$ cat src/rtl/sa_result_writer_pkg.sv
// Shared constants and state encoding for the SA result write-back path.
// Defaults are shared with the weight address decoder and the SA top.
package sa_result_writer_pkg;

  localparam int DATA_W_DEF = 8;
  localparam int ADDR_W_DEF = 6;
  localparam int DIM_DEF    = 3;

  typedef enum logic [1:0] {
    IDLE  = 2'd0,
    WRITE = 2'd1,
    DONE  = 2'd2
  } state_t;

endpackage

$ cat src/rtl/sa_result_writer_if.sv
// Element stream in from the SA and the memory write bus out.
// The writer is the slave; the SA/memory side is the master.
interface sa_result_writer_if
  import sa_result_writer_pkg::*;
#(
  parameter int DATA_W = DATA_W_DEF,
  parameter int ADDR_W = ADDR_W_DEF
);

  logic              in_valid;
  logic              in_ready;
  logic [DATA_W-1:0] in_data;
  logic              mem_we;
  logic [ADDR_W-1:0] mem_addr;
  logic [DATA_W-1:0] mem_wdata;

  modport master (
    output in_valid,
    output in_data,
    input  in_ready,
    input  mem_we,
    input  mem_addr,
    input  mem_wdata
  );

  modport slave (
    input  in_valid,
    input  in_data,
    output in_ready,
    output mem_we,
    output mem_addr,
    output mem_wdata
  );

endinterface

$ cat src/rtl/sa_result_writer_rowcol.sv
// Row/col walk for a column-major stream with an incremental
// row-major address (no multiplier) and a last-element flag.
module sa_rowcol_counter
  import sa_result_writer_pkg::*;
#(
  parameter int ADDR_W = ADDR_W_DEF,
  parameter int DIM    = DIM_DEF
) (
  input  logic              clk,
  input  logic              rst,
  input  logic              clear,
  input  logic [ADDR_W-1:0] base_in,
  input  logic              step,
  output logic [ADDR_W-1:0] addr,
  output logic              last_elem
);

  localparam int CW = (DIM > 1) ? $clog2(DIM) : 1;
  localparam logic [CW-1:0] LAST = CW'(DIM - 1);

  logic [CW-1:0]     row;
  logic [CW-1:0]     col;
  logic [ADDR_W-1:0] base;

  // Column wraps restart from base+col+1; rows stride by DIM.
  always_ff @(posedge clk or posedge rst) begin
    if (rst) begin
      row  <= '0;
      col  <= '0;
      base <= '0;
      addr <= '0;
    end else if (clear) begin
      row  <= '0;
      col  <= '0;
      base <= base_in;
      addr <= base_in;
    end else if (step) begin
      if (row == LAST) begin
        row  <= '0;
        col  <= col + 1'b1;
        addr <= base + ADDR_W'(col) + ADDR_W'(1);
      end else begin
        row  <= row + 1'b1;
        addr <= addr + ADDR_W'(DIM);
      end
    end
  end

  assign last_elem = (row == LAST) && (col == LAST);

endmodule

$ cat src/rtl/sa_result_writer.sv
// Column-major SA result stream to row-major memory writer,
// one matrix per start.
module sa_result_writer
  import sa_result_writer_pkg::*;
#(
  parameter int DATA_W = DATA_W_DEF,
  parameter int ADDR_W = ADDR_W_DEF,
  parameter int DIM    = DIM_DEF
) (
  input  logic              clk,
  input  logic              rst,
  input  logic              start,
  input  logic [ADDR_W-1:0] base_addr,
  output logic              busy,
  output logic              done,
  sa_result_writer_if.slave bus
);

  state_t            state;
  state_t            state_nx;
  logic              clear;
  logic              hs;
  logic              last_elem;
  logic [ADDR_W-1:0] cur_addr;

  sa_rowcol_counter #(
    .ADDR_W (ADDR_W),
    .DIM    (DIM)
  ) u_cnt (
    .clk       (clk),
    .rst       (rst),
    .clear     (clear),
    .base_in   (base_addr),
    .step      (hs),
    .addr      (cur_addr),
    .last_elem (last_elem)
  );

  // State register.
  always_ff @(posedge clk or posedge rst) begin
    if (rst) state <= IDLE;
    else     state <= state_nx;
  end

  // Next state, counter control and handshake decode.
  always_comb begin
    state_nx = state;
    clear    = 1'b0;
    hs       = 1'b0;
    unique case (state)
      IDLE: begin
        if (start) begin
          clear    = 1'b1;
          state_nx = WRITE;
        end
      end
      WRITE: begin
        hs = bus.in_valid;
        if (hs && last_elem) state_nx = DONE;
      end
      DONE:    state_nx = IDLE;
      default: state_nx = IDLE;
    endcase
  end

  assign bus.in_ready = (state == WRITE);
  assign busy         = (state != IDLE);
  assign done         = (state == DONE);

  // Registered write port; addr/data hold between writes.
  always_ff @(posedge clk or posedge rst) begin
    if (rst) begin
      bus.mem_we    <= 1'b0;
      bus.mem_addr  <= '0;
      bus.mem_wdata <= '0;
    end else begin
      bus.mem_we <= hs;
      if (hs) begin
        bus.mem_addr  <= cur_addr;
        bus.mem_wdata <= bus.in_data;
      end
    end
  end

endmodule

$ cat src/flat_wrapper.sv
// flat-port wrapper written by rule: the top's interface ports become plain ports
module sa_result_writer_flat import sa_result_writer_pkg::*;
#(
  parameter int DATA_W = DATA_W_DEF,
  parameter int ADDR_W = ADDR_W_DEF,
  parameter int DIM    = DIM_DEF
)
  (clk, rst, start, base_addr, busy, done, bus_in_valid, bus_in_data, bus_in_ready, bus_mem_we, bus_mem_addr, bus_mem_wdata);
  sa_result_writer_if #(.DATA_W(DATA_W), .ADDR_W(ADDR_W)) bus_i ();
  input  logic clk;
  input  logic rst;
  input  logic start;
  input  logic [ADDR_W-1:0] base_addr;
  output logic busy;
  output logic done;
  input wire logic [$bits(bus_i.in_valid)-1:0] bus_in_valid;
  input wire logic [$bits(bus_i.in_data)-1:0] bus_in_data;
  output wire logic [$bits(bus_i.in_ready)-1:0] bus_in_ready;
  output wire logic [$bits(bus_i.mem_we)-1:0] bus_mem_we;
  output wire logic [$bits(bus_i.mem_addr)-1:0] bus_mem_addr;
  output wire logic [$bits(bus_i.mem_wdata)-1:0] bus_mem_wdata;
  assign bus_i.in_valid = bus_in_valid;
  assign bus_i.in_data = bus_in_data;
  assign bus_in_ready = bus_i.in_ready;
  assign bus_mem_we = bus_i.mem_we;
  assign bus_mem_addr = bus_i.mem_addr;
  assign bus_mem_wdata = bus_i.mem_wdata;
  sa_result_writer #(.DATA_W(DATA_W), .ADDR_W(ADDR_W), .DIM(DIM)) u_core (.clk(clk), .rst(rst), .start(start), .base_addr(base_addr), .busy(busy), .done(done), .bus(bus_i));
endmodule
$ cat config.mk
export PLATFORM = sky130hd
export DESIGN_NAME = sa_result_writer_flat
export DESIGN_NICKNAME = d
export VERILOG_FILES = /design/src/rtl/sa_result_writer_pkg.sv /design/src/rtl/sa_result_writer_if.sv /design/src/rtl/sa_result_writer_rowcol.sv /design/src/rtl/sa_result_writer.sv /design/src/flat_wrapper.sv
export SDC_FILE = /design/constraint.sdc
export NUM_CORES = 1
export LEC_CHECK = 0
export BUFFER_PORTS_ARGS = -buffer_cell sky130_fd_sc_hd__buf_4
export CAP_MARGIN = 40
export CORE_MARGIN = 2
export CORE_UTILIZATION = 39
export DETAILED_ROUTE_END_ITERATION = 10
export PLACE_DENSITY = 0.65
export SYNTH_ARGS = -nofsm -noshare
export SYNTH_HDL_FRONTEND = slang
export SYNTH_HIERARCHICAL = 1
export SYNTH_SLANG_ARGS = --single-unit
export TNS_END_PERCENT = 10
$ cat constraint.sdc
create_clock -name clk -period 1.7 [get_ports clk]
set_clock_uncertainty 0.1 [all_clocks]
set_input_delay 0.17 -clock clk [delete_from_list [all_inputs] [get_ports clk]]
set_output_delay 0.17 -clock clk [all_outputs]
set_load 0.02 [all_outputs]
==> results of run 1 <==
## worst register-to-register path, delay by kind of cell (launching register included)
kind                     cells  cell delay [ns]
XOR/XNOR                     1             0.09
flip-flops                   1             0.41
adder cells (fa/ha/maj)      1             0.32
AND/OR/NAND/NOR              1             0.14
AO/OA/AOI/OAI                3             0.55
## per-layer routing
layer	vias to the layer above	GRT usage [%]	share of wire (%)
met1	604	20.1	45
met4	0	5.01	2.1
li1	611	-	-
met3	7	6.40	6.4
met2	37	23.9	47
met5	-	0	0
## path summary, 6_finish.rpt
path	slack, ns	startpoint	to	cells past startpoint
worst max-delay path	0.02	u_core/u_cnt/col[1]	u_core/u_cnt/addr[5]	6
worst min-delay path	0.01	base_addr[1]	u_core/u_cnt/base[1]	3
worst max register to register	0.02	u_core/u_cnt/col[1]	u_core/u_cnt/addr[5]	6
worst min register to register	0.41	u_core/bus.mem_addr[2]	u_core/bus.mem_addr[2]	1
max in group asynchronous	0.63	rst	u_core/bus.mem_wdata[1]	3
min in group asynchronous	0.45	rst	u_core/u_cnt/addr[1]	3
## final cells by class
class / count / area, µm²
Timing Repair Buffer: 45 / 353
Multi-Input combinational cell: 100 / 790
Fill cell: 363 / 1890
Clock buffer: 6 / 72.6
Tap cell: 50 / 62.6
Clock inverter: 2 / 10.0
Sequential cell: 33 / 826
Inverter: 14 / 56.3
## metrics by stage
stage	setup slack [ns]	hold slack (ns)	cells
after floorplan	0.0114	-0.0163	152
after global placement	0.0149	0.186	239
after detailed placement	-0.0156	0.205	239
after CTS	-0.00930	0.00962	249
after global routing	-0.0790	0.00655	250
final	0.0153	0.0133	250
## registers in the layout (all words and copies together), names as in the netlist
register,flops
u_core/bus.mem_addr,6
u_core/bus.mem_we,1
u_core/u_cnt/base,6
u_core/bus.mem_wdata,8
u_core/state,2
u_core/u_cnt/col,2
u_core/u_cnt/row,2
u_core/u_cnt/addr,6
## kinds of logic after synthesis
family                   Yosys count
AO/OA/AOI/OAI                     30
XOR/XNOR                           5
adder cells (fa/ha/maj)            5
buffers and inverters             19
flip-flops                        33
multiplexers                      19
AND/OR/NAND/NOR                   41
## Yosys cell counts (2+ instances only)
cell type,instances
inv_1,14
dfrtp_1,33
o21ai_0,8
o21ai_1,3
a21oi_1,11
xor2_1,4
mux2_2,8
ha_1,4
nor2_1,12
nand2_1,13
mux2_4,9
or3_1,3
mux2i_1,2
a311oi_1,3
nor2b_1,2
buf_2,2
## power breakdown
part | internal (µW) | total, µW | switching, µW
sequential | 1090 | 1340 | 243
combinational | 895 | 1740 | 844
clock | 283 | 561 | 278
total | 2270 | 3640 | 1360
## repair_timing
action	in CTS	in global routing
hold buffers	1	0
setup endpoints to repair	4	5
pin swaps	0	7
hold endpoints to repair	33	0
buffers inserted	1	1
gates resized for setup	1	9
==> run metrics, run 1 <==
outcome=finished, final reports clean; vias in the first global route=about 1300; post-synthesis compound-gate area fraction=a little over a tenth; Seq cells post-synth=33; Nets=222; Worst Hold Class=in -> reg; input/output buffers=35; fin crit period=1.68 ns; crit share post-route=99.1%; CP max stage delay=roughly 0.41 ns; Synth async-reset ratio=between 90% and 100%; Via density=roughly 5.0; Clk Tree Root Cell=clkbuf_8; CP bufs+invs=0; Seq/Total Area, Yosys=roughly half; crit end category=flop; max_cap viols=0; Synth Area in XOR/XNOR=between 2 and 3%; gr usage total=between 10% and 20%; Syn Nets=about 180; # clock sinks=33; largest family of logic cells by synthesized area=multiplexers; mean area per synthesized cell=about 11 µm²; first-pass GRT wire length=between 5000 and 6000 µm; GRT Residual Overflow=0; RSZ-0062 raised after global routing=true; Most used DFF post-synth=dfrtp_1; I/O pin total=36; setup TNS=0 ns; Pleak=about 0.0011 µW; Final Max Slew Viols=0; synthesized area=around 0.0017 mm²; Adder-Cell Fraction of Synth Area=~4.2%; initial cell density of the core=around 40%; Worst-Margin Slew=~0.66 ns; CTS HTree Levels=2; DRC viols=0; layout cell share with drive strength beyond 1=40.5%; Ys Warns=6; crit path launch type=flop; detailed-route via count=~1300; Die Height=approximately 70 µm; die area=a little under 0.005 mm²; CP Max Fanout=3; # rows=23; Final HPWL DP=2490 µm; critical path class=reg -> reg; final setup vio count=0; Initial DRC Count=between 100 and 150; post-synthesis mux area share=between 10 and 15%; slew margin rel.=56.2%; CP max-delay cell=dfrtp_1; clk slew on worst S/H paths=0.06 ns; largest delay contributor family on the critical path=compound AO/OA/AOI/OAI gates; antenna violations before repair=0; Final Hold Vio Count=0; largest net degree at the start of global routing=27; cell taking the most area after synthesis=dfrtp_1; Worst-Skew Late Latency=about 0.28 ns; Post-Route WL=about 3500 µm; area growth from synthesis to final layout=30.1%; cells after synthesis=around 150; arrival time worst endpoint=about 1.8 ns; Synth top area share=between 40% and 50%; fin area=0.00217 mm²; Synth cell types=37; worst endpoint required time=between 1.5 and 2 ns; placed instance area=about 0.002 mm²; most frequent cells in the layout=43 x buf_4, 33 x dfrtp_1, 13 x nand2_1; DRT antenna net count=0; deepest clock path buffer count=2; VDD IR max=between 600 and 700 µV; # diodes=0; total power=between 3000 and 4000 µW; final core occ=a little over half; top cells by area, synth=dfrtp_1 50%, mux2_4 8.1%, mux2_2 5.4%, a21oi_1 3.3%, inv_1 3.2%; Simple-Gate Fraction of Synth Area=a little over an eighth; DRT Pass-1 Iters=4; power per cell area=around 1700 mW/mm²; total core area=just over 0.004 mm²; CP cell instances=ha_1 > nor2b_4 > o2111ai_1 > xor2_1 > o21ai_0 > a2bb2oi_1; CTS tree=done; gpl congestion=roughly 0.80; fmax=approximately 590 MHz; routed len/inst=between 10 and 15 µm; Die X=slightly below 70 µm; most common cell after layout, fill and taps aside=buf_4; CTS buffer count=5; Post-synth EDFFs=0
(Power assumes the default switching activity.)
==> run 2: changes to the inputs <==
Settings changed: CORE_MARGIN 2 to 8, HOLD_SLACK_MARGIN set to 0.1, SYNTH_HIERARCHICAL 1 to not set.
==> run 2 against run 1 <==
Against the previous run:
- final area up 3.1%
- worst hold slack better by 0.22 ns
- largest cell class unchanged
- synthesized cell count up 9.9%
- non-clock buffer count up 13
- critical path type unchanged
- power about the same
- sequential power up 5%
- critical endpoint is now u_core.u_cnt.addr[4]
==> run metrics, run 2 <==
final worst slack=0.0312 ns (+0.0159 ns); GRT Residual Overflow=0 (unchanged); met2 Use GR=19.6% (-4.4 points); outcome=finished, final reports clean; routed len/inst=13.6 µm (-1.7%); met1 usage in global routing=15.1% (-5.0 points); Syn Nets=190 (+8.6%); global routing usage on met3=4.42% (-2.0 points); Seq/Total Area, Yosys=50.4% (+0.87 points); # rows=23 (unchanged); most frequent cells in the layout=49 x nand2_1, 41 x buf_4, 32 x dfrtp_1; WHS Endpoint=u_core.u_cnt.addr[4]; Hold Startpoint=start; CTS tree=done; crit end category=flop; worst endpoint required time=1.76 ns (-0.04 ns); Most used DFF post-synth=dfrtp_1; area growth from synthesis to final layout=36.5%; cell taking the most area after synthesis=dfrtp_1; arrival time worst endpoint=1.72 ns (-0.07 ns); # clock sinks=33 (unchanged); placed insts=253 (+5.9%); total power=3640 µW (about the same); internal power=2220 µW (-2.2%); input/output buffers=35 (unchanged); Place WS=-0.0140 ns (+0.00166 ns); deepest clock path buffer count=2 (unchanged); critical path class=reg -> reg; fin crit period=1.67 ns (-0.0159 ns); reg2reg end=u_core.u_cnt.addr[4]; slew margin rel.=72.1% (+16 points); CTS HTree Levels=2 (unchanged); Synth cell types=35 (-5.4%); power per cell area=1630 mW/mm² (-3.0%); antenna violations before repair=0 (unchanged); Synth async-reset ratio=100% (unchanged); Die Height=80.8 µm (+16%); most common cell after layout, fill and taps aside=nand2_1; # diodes=0 (unchanged); Clock power frac=15.7% (+0.3 points); fmax=599 MHz (+0.95%); die area=0.00653 mm² (+36%); total core area=0.00403 mm² (-0.71%); gpl congestion=0.767 (-4.1%); crit share post-route=98.2% (-0.93 points); fillers=354 (-2.5%); Sequential Power Share=38.8% (+2.1 points); Pleak=0.00108 µW (+2.9%); DRC viols=0 (unchanged); CP Max Fanout=2 (-1); Seq cells post-synth=33 (unchanged); setup TNS=0 ns (unchanged); gr usage total=12.4% (-3.2 points); I/O pin total=36 (unchanged); crit path launch type=flop; Initial DRC Count=61 (-45%); Post-synth EDFFs=0 (unchanged); most frequent cells after synthesis=49 x nand2_1, 33 x dfrtp_1, 8 x inv_1; Largest Register=u_core.bus.mem_wdata; Post-Route WL=3770 µm (+8.9%); Most Crowded Layer GR=met2; hold path cells=4 (+1); CTS buffer count=5 (unchanged); largest net degree at the start of global routing=34 (+26%); Die X=80.8 µm (+16%); cells after synthesis=167 (+9.9%); Worst-Margin Slew=0.419 ns (-0.238 ns); Synth top area share=50.4% (+0.87 points); DRT Pass-1 Iters=4 (unchanged); final hold slack=0.234 ns (+0.220 ns); final setup vio count=0 (unchanged); RSZ-0062 raised after global routing=true; mean area per synthesized cell=9.81 µm² (-11%); P_sw=1420 µW (+3.9%); vias in the first global route=1368 (+8.1%); max_cap viols=0 (unchanged); top cells by area, synth=dfrtp_1 50%, nand2_1 11%, xnor2_1 3.2%, ha_1 3.1%, mux2_2 2.7%; Final HPWL DP=2640 µm (+6.1%); Clk Tree Root Cell=clkbuf_8; initial cell density of the core=40.7% (-0.42 points); detailed-route via count=1322 (+5.0%); RR Startpoint=u_core.u_cnt.base[0]; Critical Path Start=u_core.u_cnt.base[0]; clk slew on worst S/H paths=0.07 ns (about the same); VDD IR max=835 µV (+28%); share of total power in combinational logic=45.5% (-2.3 points); first-pass GRT wire length=6380 µm (+7.1%); Final Max Slew Viols=0 (unchanged); Worst-Skew Late Latency=0.28 ns (about the same); count leader, synth=nand2_1; post-route insts no fill=277 (+11%); layout cell share with drive strength beyond 1=28.2% (-12 points); R2R setup slack=0.03 ns (+0.02 ns); Final Hold Vio Count=0 (unchanged); Nets=249 (+12%); Via density=4.77 (-5.2%); Ys Warns=0 (-6); DRT antenna net count=0 (unchanged); synthesized area=0.00164 mm² (-1.7%); number of flip-flops in the largest register=8 (unchanged); Worst Hold Class=in -> reg; switching share of power=39.0% (+1.4 points); Worst R2R Path Depth=7 (+1)
## run 2: changes by cell type in the layout (fill, tap and decap cells not counted), sizes merged, moves of 3 or more
cell / before / now
nand2: 13 / 51
mux2: 17 / 4
xnor2: 1 / 6
inv: 13 / 9
nor2: 12 / 3
a311oi: 3 / 0
a21oi: 11 / 6
dlygate4sd3: 1 / 16
o21ai: 11 / 8
nor2b: 4 / 7
## run 2: logic make-up after synthesis
| family | count (synthesis) | synth area share [%] |
|---|---|---|
| buffers and inverters | 15 | 5.19 |
| adder cells (fa/ha/maj) | 5 | 4.27 |
| XOR/XNOR | 9 | 4.81 |
| AO/OA/AOI/OAI | 26 | 10.3 |
| multiplexers | 5 | 3.36 |
| flip-flops | 33 | 50.4 |
| AND/OR/NAND/NOR | 74 | 21.7 |
## run 2: metal layers
metal / vias up / part of all wire (%)
met2: 35 / 43
met3: 8 / 9.3
met1: 610 / 46
met4: 0 / 1.6
met5: - / 0
li1: 669 / -
## run 2: worst max-delay path by stage
stage | end | slack [ns] | cells past startpoint
finish | u_core.u_cnt.addr[4] | 0.03 | 7
global route | u_core.u_cnt.addr[4] | -0.07 | 7
CTS | u_core.u_cnt.addr[4] | 0.01 | 7
detailed placement | u_core.u_cnt.addr[4] | -0.01 | 7
global placement | u_core.u_cnt.addr[4] | 0.007 | 7
floorplan | u_core.u_cnt.addr[4] | 0.02 | 7
## run 2: worst max-delay path, cell delays in order (launching register included)
cell	delay (ns)
dfrtp_1	0.32
inv_1	0.06
ha_4	0.17
fa_2	0.34
nand3b_1	0.18
xnor2_1	0.13
mux2i_1	0.13
o221ai_1	0.12
## run 2: through the flow
step | instance area [µm²] | utilization [%]
6_report | 2240 | 55.5
5_1_grt | 2240 | 55.5
4_1_cts | 2230 | 55.2
3_5_place_dp | 1980 | 49.2
3_3_place_gp | 1980 | 49.2
2_1_floorplan | 1640 | -
## run 2: timing repair
action / 4_1_cts / 5_1_grt
hold buffers: 16 / 0
setup endpoints to repair: 1 / 4
resized for setup: 1 / 4
hold endpoints to repair: 51 / 0
setup buffers: 0 / 0
## run 2: power groups by stage
stage | combinational, µW | sequential (µW) | clock, µW
final | 1660 | 1410 | 572
after CTS | 1640 | 1410 | 581
after floorplan | 924 | 1520 | 0
after global placement | 1580 | 1410 | 0
after global routing | 1850 | 1470 | 613
after detailed placement | 1600 | 1420 | 0
## run 2: final cells by class
cell class	count	area, µm²	share of cell area, %
clock inverters	2	10.0	0.447
flip-flops and latches	33	827	37.0
inverters	9	33.8	1.51
well taps	50	62.6	2.80
repair buffers	58	488	21.8
clock buffers	6	72.6	3.24
multi-input cells	119	743	33.2
